**src/rtl/quad_pkg.sv**
```systemverilog
// +----------------------------------------------------------------------------+
// | quad_pkg                                                                   |
// | Register addresses and 2-bit quadrature state encodings for the filter.   |
// | Revision: 1.0                                                              |
// +----------------------------------------------------------------------------+
`default_nettype none

package quad_pkg;

  localparam logic [15:0] ADDR_STATUS  = 16'h0000;
  localparam logic [15:0] ADDR_ERR_CNT = 16'h0001;

  typedef enum logic [1:0] {
    QS_00 = 2'b00,
    QS_01 = 2'b01,
    QS_11 = 2'b11,
    QS_10 = 2'b10
  } quad_state_t;

  // Clockwise order is 00 -> 01 -> 11 -> 10 -> 00, state bits are {a, b}
  function automatic logic [1:0] cw_next(input logic [1:0] s);
    case (s)
      QS_00:   cw_next = QS_01;
      QS_01:   cw_next = QS_11;
      QS_11:   cw_next = QS_10;
      default: cw_next = QS_00;
    endcase
  endfunction

  function automatic logic [1:0] ccw_next(input logic [1:0] s);
    case (s)
      QS_00:   ccw_next = QS_10;
      QS_10:   ccw_next = QS_11;
      QS_11:   ccw_next = QS_01;
      default: ccw_next = QS_00;
    endcase
  endfunction

endpackage

`default_nettype wire

```
**src/rtl/quad_input_filter_if.sv**
```systemverilog
// +----------------------------------------------------------------------------+
// | quad_input_filter_if                                                       |
// | Register read bus and error-clear strobe of the quadrature input filter.  |
// | Revision: 1.0                                                              |
// +----------------------------------------------------------------------------+
`default_nettype none

interface quad_input_filter_if;
  logic [15:0] addr;
  logic        cs;
  logic        rd;
  logic        clr_err;
  logic [7:0]  data_out;

  modport master (
    output addr, cs, rd, clr_err,
    input  data_out
  );

  modport slave (
    input  addr, cs, rd, clr_err,
    output data_out
  );
endinterface

`default_nettype wire

```
**src/rtl/glitch_filter.sv**
```systemverilog
// +----------------------------------------------------------------------------+
// | glitch_filter                                                              |
// | 2-flop synchronizer followed by a FILTER_LEN-cycle stability counter.     |
// | Revision: 1.0                                                              |
// +----------------------------------------------------------------------------+
`default_nettype none

module glitch_filter #(
  parameter int FILTER_LEN = 4
) (
  input  wire  clk,
  input  wire  rst_n,
  input  wire  raw,
  input  wire  bypass,
  output logic clean
);

  localparam logic [7:0] CNT_LAST = 8'(FILTER_LEN - 1);

  logic       sync1;
  logic       sync2;
  logic [7:0] cnt;

  // During bypass the clean level tracks the synchronizer so power-up levels settle silently
  always_ff @(posedge clk or negedge rst_n) begin
    if (!rst_n) begin
      sync1 <= 1'b0;
      sync2 <= 1'b0;
      clean <= 1'b0;
      cnt   <= 8'd0;
    end else begin
      sync1 <= raw;
      sync2 <= sync1;
      if (bypass) begin
        clean <= sync2;
        cnt   <= 8'd0;
      end else if (sync2 == clean) begin
        cnt   <= 8'd0;
      end else if (cnt == CNT_LAST) begin
        clean <= sync2;
        cnt   <= 8'd0;
      end else begin
        cnt   <= cnt + 8'd1;
      end
    end
  end

endmodule

`default_nettype wire

```
**src/rtl/quad_input_filter.sv**
```systemverilog
// +----------------------------------------------------------------------------+
// | quad_input_filter                                                          |
// | Debounced x4 quadrature decoder with error flagging and register reads.   |
// | Optional macro QUAD_ERR_COUNT_EN adds the saturating 8-bit error counter. |
// | Revision: 1.0                                                              |
// +----------------------------------------------------------------------------+
`default_nettype none

module quad_input_filter #(
  parameter int FILTER_LEN = 4
) (
  input  wire                  clk,
  input  wire                  rst_n,
  input  wire                  A,
  input  wire                  B,
  quad_input_filter_if.slave   bus,
  output logic                 step_cw,
  output logic                 step_ccw,
  output logic                 dir,
  output logic                 a_clean,
  output logic                 b_clean,
  output logic                 err
);

  import quad_pkg::*;

  localparam logic [0:0] PH_INIT   = 1'b0;
  localparam logic [0:0] PH_RUN    = 1'b1;
  localparam logic [8:0] INIT_LAST = 9'(FILTER_LEN + 1);

  logic [0:0] phase;
  logic [0:0] phase_next;
  logic [8:0] init_cnt;
  logic       bypass;

  logic       run_q;
  logic [1:0] cur;
  logic [1:0] prev;
  logic       moved;
  logic       err_sticky;
  logic [7:0] err_cnt;

  // Init phase lasts 2+FILTER_LEN cycles after reset release
  always_ff @(posedge clk or negedge rst_n) begin
    if (!rst_n) begin
      phase    <= PH_INIT;
      init_cnt <= 9'd0;
    end else begin
      phase <= phase_next;
      if (phase == PH_INIT) begin
        init_cnt <= init_cnt + 9'd1;
      end
    end
  end

  always_comb begin
    phase_next = phase;
    if ((phase == PH_INIT) && (init_cnt == INIT_LAST)) begin
      phase_next = PH_RUN;
    end
  end

  always_comb begin
    bypass = (phase == PH_INIT);
  end

  glitch_filter #(.FILTER_LEN(FILTER_LEN)) u_filt_a (
    .clk    (clk),
    .rst_n  (rst_n),
    .raw    (A),
    .bypass (bypass),
    .clean  (a_clean)
  );

  glitch_filter #(.FILTER_LEN(FILTER_LEN)) u_filt_b (
    .clk    (clk),
    .rst_n  (rst_n),
    .raw    (B),
    .bypass (bypass),
    .clean  (b_clean)
  );

  assign cur   = {a_clean, b_clean};
  assign moved = run_q && (cur != prev);

  // run_q lags the phase by one cycle so the last init-phase level change is never decoded
  always_ff @(posedge clk or negedge rst_n) begin
    if (!rst_n) begin
      prev     <= QS_00;
      run_q    <= 1'b0;
      step_cw  <= 1'b0;
      step_ccw <= 1'b0;
      err      <= 1'b0;
      dir      <= 1'b0;
    end else begin
      prev     <= cur;
      run_q    <= ~bypass;
      step_cw  <= moved && (cur == cw_next(prev));
      step_ccw <= moved && (cur == ccw_next(prev));
      err      <= moved && (cur == ~prev);
      if (moved && (cur == cw_next(prev))) begin
        dir <= 1'b1;
      end else if (moved && (cur == ccw_next(prev))) begin
        dir <= 1'b0;
      end
    end
  end

  // Error bookkeeping follows the err pulse by one cycle, so a clear in the same cycle loses
  always_ff @(posedge clk or negedge rst_n) begin
    if (!rst_n) begin
      err_sticky <= 1'b0;
    end else if (err) begin
      err_sticky <= 1'b1;
    end else if (bus.clr_err) begin
      err_sticky <= 1'b0;
    end
  end

`ifdef QUAD_ERR_COUNT_EN
  always_ff @(posedge clk or negedge rst_n) begin
    if (!rst_n) begin
      err_cnt <= 8'd0;
    end else if (err) begin
      if (bus.clr_err) begin
        err_cnt <= 8'd1;
      end else if (err_cnt != 8'hFF) begin
        err_cnt <= err_cnt + 8'd1;
      end
    end else if (bus.clr_err) begin
      err_cnt <= 8'd0;
    end
  end
`else
  assign err_cnt = 8'h00;
`endif

  always_ff @(posedge clk or negedge rst_n) begin
    if (!rst_n) begin
      bus.data_out <= 8'h00;
    end else if (bus.cs && bus.rd) begin
      case (bus.addr)
        ADDR_STATUS:  bus.data_out <= {4'b0000, err_sticky, dir, b_clean, a_clean};
        ADDR_ERR_CNT: bus.data_out <= err_cnt;
        default:      bus.data_out <= 8'h00;
      endcase
    end else begin
      bus.data_out <= 8'h00;
    end
  end

endmodule

`default_nettype wire

```
**src/flat_wrapper.sv**
```systemverilog
// flat-port wrapper written by rule: the top's interface ports become plain ports
module quad_input_filter_flat import quad_pkg::*;
#(
  parameter int FILTER_LEN = 4
)
  (clk, rst_n, A, B, step_cw, step_ccw, dir, a_clean, b_clean, err, bus_addr, bus_cs, bus_rd, bus_clr_err, bus_data_out);
  quad_input_filter_if bus_i ();
  input  wire clk;
  input  wire rst_n;
  input  wire A;
  input  wire B;
  output logic step_cw;
  output logic step_ccw;
  output logic dir;
  output logic a_clean;
  output logic b_clean;
  output logic err;
  input wire logic [$bits(bus_i.addr)-1:0] bus_addr;
  input wire logic [$bits(bus_i.cs)-1:0] bus_cs;
  input wire logic [$bits(bus_i.rd)-1:0] bus_rd;
  input wire logic [$bits(bus_i.clr_err)-1:0] bus_clr_err;
  output wire logic [$bits(bus_i.data_out)-1:0] bus_data_out;
  assign bus_i.addr = bus_addr;
  assign bus_i.cs = bus_cs;
  assign bus_i.rd = bus_rd;
  assign bus_i.clr_err = bus_clr_err;
  assign bus_data_out = bus_i.data_out;
  quad_input_filter #(.FILTER_LEN(FILTER_LEN)) u_core (.clk(clk), .rst_n(rst_n), .A(A), .B(B), .bus(bus_i), .step_cw(step_cw), .step_ccw(step_ccw), .dir(dir), .a_clean(a_clean), .b_clean(b_clean), .err(err));
endmodule
```
**config.mk**
```make
export PLATFORM = sky130hd
export DESIGN_NAME = quad_input_filter_flat
export DESIGN_NICKNAME = d
export VERILOG_FILES = /design/src/rtl/quad_pkg.sv /design/src/rtl/quad_input_filter_if.sv /design/src/rtl/glitch_filter.sv /design/src/rtl/quad_input_filter.sv /design/src/flat_wrapper.sv
export SDC_FILE = /design/constraint.sdc
export NUM_CORES = 1
export LEC_CHECK = 0
export ABC_AREA = 1
export ABC_CLOCK_PERIOD_IN_PS = 1900
export BUFFER_PORTS_ARGS = -buffer_cell sky130_fd_sc_hd__buf_2
export CORE_UTILIZATION = 35
export CTS_CLUSTER_DIAMETER = 80
export DETAILED_ROUTE_END_ITERATION = 10
export GPL_TIMING_DRIVEN = 1
export PLACE_DENSITY = 0.6
export SYNTH_ARGS = -nofsm -noshare
export SYNTH_HDL_FRONTEND = slang
export SYNTH_SLANG_ARGS = --single-unit
```
**constraint.sdc**
```tcl
create_clock -name clk -period 1.9 [get_ports clk]
set_input_delay 0.475 -clock clk [delete_from_list [all_inputs] [get_ports clk]]
set_output_delay 0.475 -clock clk [all_outputs]
set_load 0.02 [all_outputs]
```
==> impl_metrics.py <==
metrics = {
    "logic_synthesis": {
        "async_reset_ff_frac": 1.00,
        "synth-main-ff-cell": "dfrtp_1",
        "synth_top_area_frac": 0.543,
        "yosys-top-cells-count": "nand2_1 (64), nor2_1 (51), dfrtp_1 (44)",
        "synth-seq-cells": 44,
        "synthCells": 239,
        "syn_avg_cell_area_um2": 8.48,
        "ys_warn_count": 0,
        "post-synth-top-count-cell": "nand2_1",
        "synth_area_leaders": "dfrtp_1 (54%), nand2_1 (12%), nor2_1 (9.4%)",
        "synth_edf_count": 0,
        "syn_area_um2": 2030,
        "ys_types": 21,
        "yosysSeqAreaShare": 0.543,
        "synth_top_cell_by_area": "dfrtp_1",
    },
    "floorplanning": {
        "io_pins": 37,
        "die_area_um2": 6100,
        "die_width_um": 78.1,
        "rows": 27,
        "dieHeight_um": 78.1,
        "start_util": 0.366,
        "core_region_area_um2": 5540,
    },
    "timing": {
        "final.setup.tns_ns": 0,
        "post-route-period-util": 0.799,
        "slew_headroom": 0.646,
        "fin_ws_ns": 0.382,
        "setup_viol": 0,
        "hold_viol_final": 0,
        "rsz0062_at_grt": "false",
        "final_max_slew_viol_count": 0,
        "worst_clock_skew_ns": 0.00783,
        "tightest_slew_ns": 0.531,
        "period_needed_ns": 1.52,
        "fmax_ghz": 0.659,
    },
    "global_route": {
        "antenna_found_initial": 0,
        "grt_pass1_vias": 1421,
        "met2_usage": 0.215,
        "grt_pass1_wl_um": 5920,
        "use_met1": 0.146,
        "top_usage_layer": "met2",
        "grt_max_degree": 45,
        "grtUsageTotal": 0.125,
        "grt_util_met3": 0.0384,
        "overflow": 0,
    },
    "power_and_ir_drop": {
        "leakagePower_uw": 0.00122,
        "powerDensity_nw_per_um2": 1080,
        "ir_worst_vdd_uv": 539,
    },
    "critical_path": {
        "critPathMaxFanout": 8,
        "worst_path_max_delay_cell": "dfrtp_1",
        "required_ns": 1.42,
        "worstPathArrival_ns": 1.04,
        "cp-end-kind": "primary output",
        "rr_worst_depth": 6,
        "crit_path_max_incr_delay_ns": 0.52,
        "worstSetupStartpointType": "flip-flop",
        "cp_top_family": "flip-flops",
        "critPathKind": "flip-flop to primary output",
        "cp.depth": 1,
        "crit_buf_inv": 1,
        "crit_path_cell_trace": "buf_2",
    },
    "place": {
        "gp_congestion": 0.792,
        "place_area_um2": 2260,
        "io_buffers": 32,
        "place_ws_ns": 0.488,
        "dp.cells": 342,
        "place_hpwl_um": 2430,
    },
    "finish": {
        "utilization": 0.429,
        "nNetsFinal": 304,
        "design_area_um2": 2380,
        "antenna_cells": 0,
        "synthToLayoutAreaGrowth_pct": 17.2,
        "drive_above_1_share": 0.165,
        "instances_no_fill": 350,
    },
    "drt": {
        "drtIter0Drc": 85,
        "drc_errors": 0,
        "wl_per_cell_um": 9.91,
        "routed-via-count": 1550,
        "first_pass_iters": 4,
        "antenna_left": 0,
        "drt_wl_total_um": 3470,
        "drt-vias-per-instance": 4.43,
    },
    "clock_tree": {
        "htreeDepth": 2,
        "clk_latency_ns": 0.30,
        "cts_hold_buf": 0,
        "cts.sinks": 44,
        "cts_tree": "built",
        "cts_root_buffer": "clkbuf_8",
        "cts_buffers": 5,
        "clk_pin_slew_ns": 0.09,
        "post_cts_buffers": 0,
        "cts-resized-gates": 0,
        "clockBufferDepth": 2,
    },
    "status": {
        "outcome": "finished, final reports clean",
    },
    "worst_hold_path": {
        "hold_path.class": "primary input to async pin",
    },
    "flow_run": {
        "maxCapViolations": 0,
    },
}
## sequential cells by signal (all words and copies together) (netlist names), 2 cells and up
signal / count
u_core.u_filt_a.cnt: 8
u_core.init_cnt: 9
u_core.bus.data_out: 4
u_core.u_filt_b.cnt: 8
u_core.prev: 2
## power breakdown
part	total, uW	internal, uW	switching [uW]
Sequential	1210	1080	132
Combinational	631	230	401
Clock	726	396	330
Total	2570	1700	863
## worst paths after layout
path                                     endpoint  slack, ns                  start
setup reg to reg               u_core.init_cnt[5]       0.48           u_core.phase
max in group asynchronous  u_core.u_filt_b.cnt[6]       1.30                  rst_n
min in group clk            u_core.u_filt_a.sync1       0.28                      A
hold reg to reg             u_core.u_filt_a.sync2       0.35  u_core.u_filt_a.sync1
hold / removal                 u_core.init_cnt[5]       0.23                  rst_n
setup / recovery                          a_clean       0.38  u_core.u_filt_a.clean
## metal layers
layer | vias up | wire [um] | share of wire
met5 | - | 0 | 0
met4 | 0 | 38 | 0.011
met3 | 4 | 197 | 0.057
met2 | 35 | 1670 | 0.48
met1 | 709 | 1570 | 0.45
li1 | 802 | - | -
## cells in the final DEF (no fill, tap or decap), types with 2 or more instances in the layout
cell | netlist | final
xnor2_1 | 5 | 5
nand2_1 | 64 | 64
clkbuf_8 | 0 | 5
nand3_2 | 2 | 2
xor2_1 | 7 | 7
nand4_1 | 6 | 6
nand3_1 | 15 | 15
ha_1 | 4 | 4
nand3b_1 | 3 | 3
o21ai_0 | 2 | 2
conb_1 | 1 | 4
dfrtp_1 | 44 | 44
buf_2 | 1 | 32
nor2_1 | 51 | 51
inv_1 | 24 | 24
## cell type report
class	count	area, um^2
Fill cell	551	3160
Sequential cell	44	1100
Multi-Input combinational cell	169	812
Timing Repair Buffer	33	168
Inverter	24	90.1
Tap cell	72	90.1
Clock buffer	5	68.8
Clock inverter	3	46.3
## metrics by stage
step           hold slack [ns]  power [uW]
5_1_grt                  0.266        2740
3_3_place_gp             0.334        1850
3_5_place_dp             0.336        1870
2_1_floorplan            0.179        1660
6_report                 0.233        2570
4_1_cts                  0.258        2610
## cell families (layout without fill, tap and decap cells)
group	Yosys count	count (layout)	share of synthesized area
other cells	1	4	0.00185
fa+ha+maj	4	4	0.0247
simple gates	145	145	0.304
xor+xnor	12	12	0.0519
compound gates	4	4	0.0130
flops	44	44	0.543
buf+inv	29	65	0.0617
Note: power is estimated with default switching activity, not from simulation.
